File: config.mk
export PLATFORM = sky130hd
export DESIGN_NAME = uart_bus_ctrl
export DESIGN_NICKNAME = d
export VERILOG_FILES = /design/src/rtl/uart_bus_ctrl.sv
export SDC_FILE = /design/constraint.sdc
export NUM_CORES = 1
export LEC_CHECK = 0
export CAP_MARGIN = 10
export CORE_UTILIZATION = 34
export DETAILED_ROUTE_END_ITERATION = 12
export PLACE_DENSITY = 0.78
export SLEW_MARGIN = 30
export SYNTH_ARGS = -nofsm -noshare
export SYNTH_HDL_FRONTEND = slang
export SYNTH_SLANG_ARGS = --single-unit
File: constraint.sdc
create_clock -name clk -period 1.4 [get_ports clk]
set_input_delay 0.28 -clock clk [delete_from_list [all_inputs] [get_ports clk]]
set_output_delay 0.28 -clock clk [all_outputs]
set_load 0.005 [all_outputs]
File: src/rtl/uart_bus_ctrl.sv
// Bus master that sets up a memory-mapped UART, polls its control register and
// moves bytes between two TX requesters, the UART buffer and a single RX consumer.
module uart_bus_ctrl #(
  parameter logic [7:0] UART_ADDRESS = 8'h00,
  parameter logic [7:0] BAUD_DIV     = 8'd0
) (
  input  logic       clk,
  input  logic       rst,
  input  logic       req0_valid,
  input  logic [7:0] req0_data,
  output logic       req0_ready,
  input  logic       req1_valid,
  input  logic [7:0] req1_data,
  output logic       req1_ready,
  output logic       rx_valid,
  output logic [7:0] rx_data,
  input  logic       rx_ready,
  output logic [7:0] bus_addr,
  output logic [7:0] bus_din,
  output logic       bus_w_en,
  output logic       bus_r_en,
  input  logic [7:0] bus_dout
);

  localparam logic [7:0] ADDR_BAUD = UART_ADDRESS;
  localparam logic [7:0] ADDR_CTRL = UART_ADDRESS + 8'd1;
  localparam logic [7:0] ADDR_BUF  = UART_ADDRESS + 8'd2;

  typedef enum logic [2:0] {
    INIT = 3'd0,
    POLL = 3'd1,
    STAT = 3'd2,
    TXW  = 3'd3,
    RXR  = 3'd4,
    RXC  = 3'd5
  } state_e;

  state_e     state_q, state_d;
  logic       grant_q, grant_d;
  logic       last_grant_q, last_grant_d;
  logic       rx_valid_q, rx_valid_d;
  logic [7:0] rx_data_q, rx_data_d;
  logic       arb_pick;

  always_ff @(posedge clk) begin
    if (rst) begin
      state_q      <= INIT;
      grant_q      <= 1'b0;
      last_grant_q <= 1'b1;
      rx_valid_q   <= 1'b0;
      rx_data_q    <= 8'h00;
    end else begin
      state_q      <= state_d;
      grant_q      <= grant_d;
      last_grant_q <= last_grant_d;
      rx_valid_q   <= rx_valid_d;
      rx_data_q    <= rx_data_d;
    end
  end

  // Round robin on a tie; a lone requester always wins.
  always_comb begin
    arb_pick = req1_valid;
    if (req0_valid && req1_valid) arb_pick = ~last_grant_q;
  end

  always_comb begin
    state_d      = state_q;
    grant_d      = grant_q;
    last_grant_d = last_grant_q;
    rx_valid_d   = rx_valid_q && !rx_ready;
    rx_data_d    = rx_data_q;
    case (state_q)
      INIT: state_d = POLL;
      POLL: state_d = STAT;
      STAT: begin
        if (bus_dout[0] && !rx_valid_q) begin
          state_d = RXR;
        end else if (bus_dout[1] && (req0_valid || req1_valid)) begin
          state_d = TXW;
          grant_d = arb_pick;
        end else begin
          state_d = POLL;
        end
      end
      TXW: begin
        last_grant_d = grant_q;
        state_d      = POLL;
      end
      RXR: state_d = RXC;
      RXC: begin
        rx_data_d  = bus_dout;
        rx_valid_d = 1'b1;
        state_d    = POLL;
      end
      default: state_d = INIT;
    endcase
  end

  always_comb begin
    bus_addr   = ADDR_CTRL;
    bus_din    = 8'h00;
    bus_w_en   = 1'b0;
    bus_r_en   = 1'b0;
    req0_ready = 1'b0;
    req1_ready = 1'b0;
    case (state_q)
      INIT: begin
        bus_addr = ADDR_BAUD;
        bus_din  = BAUD_DIV;
        bus_w_en = 1'b1;
      end
      POLL: bus_r_en = 1'b1;
      TXW: begin
        bus_addr   = ADDR_BUF;
        bus_din    = grant_q ? req1_data : req0_data;
        bus_w_en   = 1'b1;
        req0_ready = ~grant_q;
        req1_ready = grant_q;
      end
      RXR: begin
        bus_addr = ADDR_BUF;
        bus_r_en = 1'b1;
      end
      default: ;
    endcase
    // Reset kills any strobe in flight so an interrupted TX byte is not consumed.
    if (rst) begin
      bus_w_en   = 1'b0;
      bus_r_en   = 1'b0;
      req0_ready = 1'b0;
      req1_ready = 1'b0;
    end
  end

  assign rx_valid = rx_valid_q;
  assign rx_data  = rx_data_q;

  a_rw_excl: assert property (@(posedge clk) !(bus_w_en && bus_r_en));

endmodule

==> metrics.txt, run 1 <==
outcome=finished with violations; failing checks=negative setup slack; Placed Cells=177; core area=2250 um2; Max Root-Sink Buffers=2; Via density=4.76; Clk Latency, worst-skew pair=0.28 ns; largest net degree at the start of global routing=14; Buf+Inv Stages, Crit Path=3; unrepaired setup endpoints after global routing=true; worst setup margin=-0.0930 ns; synth unique cells=30; die area=2660 um2; Worst setup SP type=flop; peak supply drop=0.551 mV; Crit. path cell count=5; Worst-path clk slew=0.08 ns; clk_skew=0.00312 ns; GRT Residual Overflow=0; delay-heaviest family, CP=flip-flops; DRT Wirelength=2.44 mm; DR pass1 iterations=4; Slowest-stage cell, CP=dfxtp_2; cts hold-fix bufs=0; crit end category=primary output; #FFs+latches synth=14; max-slew violations=0; ANT cells=0; number of global-route vias before repair=903; power per cell area=597 nW/um2; Mapped Cells=92; terminus of the critical flop-to-flop path=rx_data[2]; row count=17; area grow syn2layout=93.6%; die width=51.5 um; clk sinks=14; Static Leak=0.865 nW; max_cap viols=0; num ports=58; Post-DP HPWL=1.60 mm; synthesized area=835 um2; count of final setup violators=13; period utilisation layout=1.07; GRT Overall Usage=0.191; worst slack, placed=-0.422 ns; Port Buffers=51; fin util=0.716; Final ANT Viol Nets=0; Yosys warnings=0; worst hold margin=0.490 ns; hold crit path type=flop to flop; layout cell share with drive strength beyond 1=0.412; Die Height=51.5 um; first-pass GRT wire length=3.86 mm; Final Hold Fails=0; Max Fclk=670 MHz; CP Class=flop to primary output; Starting DRT DRC Count=7; R2R Setup Slk=0.05 ns; CP max stage delay=0.36 ns; arrival time worst endpoint=1.21 ns; Finished Layout Cells=193; R2R Path Start=state_q[2]; vias after detailed routing=918; Pwr Total=0.000965 W; Routed WL per cell=12.7 um; antenna violations before repair=0; Worst Setup SP=grant_q; worst endpoint required time=1.12 ns; register area share after synthesis=0.336; Critical Path, Cell by Cell=buf_6 > buf_12 > mux2i_1 > nor2_1 > buf_2; worst-path fanout max=3; Final Critical Period=1.49 ns; R2R depth=7; Fill cells=167; Initial Utilization=0.370; clock root cell=clkbuf_4; crit path to=bus_din[1]; Num CTS Buffers=3; H-tree Lvls=1; Remaining DRCs=0; syn avg cell area=9.07 um2; gpl congestion=0.688; final net count=196; CTS tree=built
## logic make-up (layout without fill, tap and decap cells)
family | Yosys count | after routing | share of synthesized area
and+or+nand+nor | 33 | 34 | 0.226
muxes | 16 | 16 | 0.192
buffers and inverters | 16 | 83 | 0.133
DFF | 14 | 14 | 0.336
AOI/OAI and AO/OA | 10 | 10 | 0.0869
xor gates and xnor gates | 2 | 2 | 0.0210
other | 1 | 6 | 0.00449
## tightest hold or removal path, cell delays in order, from the launching register on
cell	delay [ns]
dfxtp_1	0.32
nand2b_1	0.07
a21oi_1	0.06
## flip-flops by register name, summed over array words and instances (netlist names)
signal and flops:
grant_q 1, rx_valid 1, state_q 3, last_grant_q 1, rx_data 8
## layout by cell type (no fill, tap or decap), types with 2 or more instances in the layout
master            n
mux2i_2           2
nor3_2            4
nand3b_4          2
buf_6            10
dfxtp_1           7
buf_2            14
buf_12            2
clkbuf_4          3
nand2_1           2
a31oi_1           2
conb_1            6
buf_4            15
clkdlybuf4s50_1  27
nor2_2            2
nand2b_4          2
dlymetal6s2s_1    4
dfxtp_4           3
dfxtp_2           4
o21a_1            2
mux2i_1          13
dlygate4sd2_1     6
inv_1             2
nor2_1           15
## metal layers
| layer | GRT usage | share of wire |
|---|---|---|
| met1 | 0.190 | 0.38 |
| met2 | 0.351 | 0.48 |
| met3 | 0.0877 | 0.14 |
| met4 | 0.0541 | 0.0061 |
| met5 | 0 | 0 |
## power by group
group / internal (W) / leakage, nW / switching (W) / total [W]
Combinational: 0.000199 / 0.734 / 0.000116 / 0.000315
Clock: 0.0000998 / 0.0138 / 0.000129 / 0.000229
Sequential: 0.000409 / 0.117 / 0.0000116 / 0.000420
Total: 0.000708 / 0.865 / 0.000257 / 0.000965
## synth_stat cells
library cell | count | share of area
nor2_1 | 17 | 0.076
mux2i_1 | 16 | 0.19
dfxtp_1 | 14 | 0.34
buf_4 | 7 | 0.063
nor3_1 | 4 | 0.024
buf_6 | 3 | 0.040
a31oi_1 | 2 | 0.015
buf_2 | 2 | 0.012
clkbuf_1 | 2 | 0.0090
inv_1 | 2 | 0.0090
nand2_1 | 2 | 0.0090
nand2b_1 | 2 | 0.015
o21a_1 | 2 | 0.018
a211oi_1 | 1 | 0.0090
a211oi_2 | 1 | 0.015
a21oi_1 | 1 | 0.0060
and4_1 | 1 | 0.010
and4bb_1 | 1 | 0.015
conb_1 | 1 | 0.0045
nand2b_4 | 1 | 0.016
nand3b_1 | 1 | 0.0090
nand3b_4 | 1 | 0.024
nor3b_1 | 1 | 0.0090
o211ai_1 | 1 | 0.0090
o21ai_1 | 1 | 0.0060
o21bai_1 | 1 | 0.0090
or2_2 | 1 | 0.0075
or3b_1 | 1 | 0.010
xnor2_1 | 1 | 0.010
xor2_1 | 1 | 0.010
## what timing repair did
item                                    CTS  global route
pin swaps                                11            11
gates cloned                              1             0
endpoints found under the setup margin   23            25
resized for setup                        86            13
buffers inserted                         10             2
## worst min-delay path by stage
stage	from	to	cells after the start
floorplan	bus_dout[0]	rx_data[0]	2
detailed placement	last_grant_q	last_grant_q	2
global placement	last_grant_q	last_grant_q	2
global route	rx_valid	rx_valid	2
CTS	rx_valid	rx_valid	2
finish	rx_valid	rx_valid	2
## final cells by class
| type | instances | area, um2 | share of cell area |
|---|---|---|---|
| well taps | 28 | 35.0 | 0.0217 |
| clock buffers | 3 | 22.5 | 0.0139 |
| repair buffers | 78 | 708 | 0.438 |
| inverters | 2 | 7.51 | 0.00465 |
| flip-flops and latches | 14 | 297 | 0.184 |
| multi-input cells | 68 | 546 | 0.338 |
## stage by stage
stage                     cell area, um2  TNS, ns
after global routing                1620    -1.53
after floorplan                      853        0
final                               1620   -0.723
after detailed placement            1420    -4.18
after global placement              1420    -4.05
after CTS                           1550   -0.777
Note: power is estimated with default switching activity, not from simulation.
==> inputs of run 2 (changes only) <==
- ABC_AREA: not set -> 1
- CORE_UTILIZATION: 34 -> 33
==> run 2 against run 1 <==
Against the previous run: the run still ends with negative setup slack left; flip-flop and latch count unchanged; maximum frequency decreased by 13%; setup slack got worse by 0.22 ns; total power increased by 13%; first-iteration DRC count unchanged; highest routed layer unchanged; global-route usage increased by 3.7 points; via count increased by 14%; non-clock buffer count increased by 10.
==> metrics.txt, run 2 <==
max reg flops=8 (unchanged); Finished Layout Cells=226 (+17%); crit end category=primary output; Starting DRT DRC Count=7 (unchanged); synth top area cells=dfxtp_1, nand2_1, a21oi_1, a22oi_1, inv_1; Initial Utilization=0.355 (-0.0150); final net count=228 (+16%); Static Leak=0.946 nW (+9.4%); Worst-path clk slew=0.09 ns (about the same); register area share after synthesis=0.353 (+0.0175); CP Class=flop to primary output; H-tree Lvls=1 (unchanged); core area=2230 um2 (-0.94%); area leader, netlist=dfxtp_1; max-slew violations=0 (unchanged); worst-path fanout max=5 (+2); #FFs+latches synth=14 (unchanged); commonest non-fill, non-tap cells in the layout=clkdlybuf4s50_1, buf_4, nand2_1, a21oi_1; GRT Overall Usage=0.228 (+0.0374); clock root cell=clkbuf_4; worst slack, placed=-0.494 ns (-0.0723 ns); Psw=0.000303 W (+18%); antenna violations before repair=0 (unchanged); count of final setup violators=13 (unchanged); most frequent cell after synthesis=nand2_1; Critical Path, Cell by Cell=nand3_4 > nor2_8 > buf_6 > buf_6 > a22oi_2 > inv_1 > buf_2; peak supply drop=0.631 mV (+14%); footprint of the multi-input gates=495 um2 (-9.2%); Buf+Inv Stages, Crit Path=4 (+1); Reg power frac=0.395 (-0.041); largest net degree at the start of global routing=11 (-3); clk sinks=14 (unchanged); FFs w/ async S/R, synth=0 (unchanged); Reg area=295 um2 (-0.42%); Final ANT Viol Nets=0 (unchanged); outcome=finished with violations; synthesized area=793 um2 (-4.9%); period utilisation layout=1.23 (+0.160); Post-DP HPWL=1.88 mm (+17%); DR pass1 iterations=4 (unchanged); Max Fclk=583 MHz (-13%); number of global-route vias before repair=1,059 (+17%); vias after detailed routing=1,048 (+14%); Worst setup SP type=flop; failing checks=negative setup slack; Mapped Cells=109 (+18%); Most common cell on crit path=buf_6; syn avg cell area=7.28 um2 (-20%); Pint=0.000790 W (+12%); DRT Wirelength=2.92 mm (+19%); Routed WL per cell=12.9 um (+2.0%); worst endpoint required time=1.12 ns (about the same); worst setup margin=-0.317 ns (-0.224 ns); most frequent cells after synthesis=nand2_1, a21oi_1, dfxtp_1, inv_1, a22oi_1; Port Buffers=51 (unchanged); post-route cell area=1730 um2 (+7.3%); sw frac=0.277 (+0.0107); Placed Cells=202 (+14%); Max Root-Sink Buffers=2 (unchanged); Synth top area share=0.353 (+0.0175); Clk Latency, worst-skew pair=0.28 ns (about the same); Via density=4.64 (-2.5%); Logic pwr share=0.338 (+0.011); num ports=58 (unchanged); max_cap viols=0 (unchanged); number of flops mapped to enable cells by yosys=0 (unchanged); Num CTS Buffers=3 (unchanged); die width=51.0 um (-1.0%); R2R Path Start=state_q[0]; unrepaired setup endpoints after global routing=true; Fill cells=167 (unchanged); hold crit path type=flop to flop; row count=17 (unchanged); dominant synthesized flop cell=dfxtp_1; Final Hold Fails=0 (unchanged); layout cell share with drive strength beyond 1=0.460 (+0.0475); Worst Setup SP=state_q[0]; Die Height=51.0 um (-1.0%); GRT Residual Overflow=0 (unchanged); ANT cells=0 (unchanged); Remaining DRCs=0 (unchanged); die area=2600 um2 (-2.0%); gpl congestion=0.700 (+1.7%); area grow syn2layout=118%; most common cell after layout, fill and taps aside=clkdlybuf4s50_1; first-pass GRT wire length=4.42 mm (+15%); hold_sp=rx_data[7]; part of the power in the clock network=0.267 (+0.029); Yosys warnings=0 (unchanged); CTS tree=built; clk_skew=0.00341 ns (+0.000298 ns); Slowest-stage cell, CP=dfxtp_4; delay-heaviest family, CP=flip-flops; CP max stage delay=0.40 ns (+0.04 ns); synth unique cells=23 (-23%); DP Area=1430 um2 (+0.79%); cts hold-fix bufs=0 (unchanged); arrival time worst endpoint=1.44 ns (+0.23 ns); fin util=0.776 (+0.0595); power per cell area=631 nW/um2 (+5.6%); Final Critical Period=1.72 ns (+0.224 ns)
run 2: layer usage:
| layer | GRT usage | up-vias | wire [um] |
|---|---|---|---|
| li1 | - | 516 | - |
| met1 | 0.199 | 469 | 1030 |
| met2 | 0.456 | 57 | 1580 |
| met3 | 0.0774 | 6 | 264 |
| met4 | 0.102 | 0 | 44 |
| met5 | 0 | - | 0 |
run 2: logic make-up (layout without fill, tap and decap cells):
kind of cell / count (synthesis) / count (layout) / share of synthesized area
and+or+nand+nor: 42 / 42 / 0.290
AOI/OAI and AO/OA: 26 / 26 / 0.196
buffers and inverters: 26 / 110 / 0.156
DFF: 14 / 14 / 0.353
other: 1 / 6 / 0.00473
run 2: per-stage QoR:
stage               total power, W  setup TNS [ns]  hold slack (ns)
CTS                        0.00105           -2.85            0.470
finish                     0.00109           -2.78            0.466
floorplan                 0.000537               0            0.423
detailed placement        0.000718           -4.43            0.458
global route               0.00115           -3.76            0.485
global placement          0.000710           -4.03            0.442
run 2: power by group through the flow:
stage | clock [W] | sequential [W] | combinational [W]
floorplan | 0 | 0.000436 | 0.000101
global placement | 0 | 0.000432 | 0.000277
detailed placement | 0 | 0.000434 | 0.000284
CTS | 0.000291 | 0.000428 | 0.000327
global route | 0.000316 | 0.000434 | 0.000397
finish | 0.000292 | 0.000432 | 0.000370
run 2: final cells by class:
type | count | area share
timing repair buffer | 88 | 0.453
multi-input combinational | 74 | 0.286
sequential | 14 | 0.170
inverter | 18 | 0.0491
clock buffer | 4 | 0.0209
tap | 28 | 0.0202
run 2: final timing paths:
path,end,slack (ns),cells after the start
worst max register to register,last_grant_q,0.06,7
worst min register to register,rx_data[7],0.47,2
worst min-delay path,rx_data[7],0.47,2
worst max-delay path,bus_din[3],-0.32,7
run 2: worst register-to-register path, cell delays in order, from the launching register on:
cell	delay (ns)
dfxtp_4	0.40
nand3_4	0.16
buf_4	0.18
buf_6	0.10
buf_4	0.12
buf_4	0.12
a21oi_1	0.11
nand2_1	0.06
run 2: what timing repair did:
item	4_1_cts	5_1_grt
setup buffers	16	7
endpoints found under the setup margin	22	18
resized for setup	89	24
pin swaps	10	10
endpoints found under the hold margin	0	0
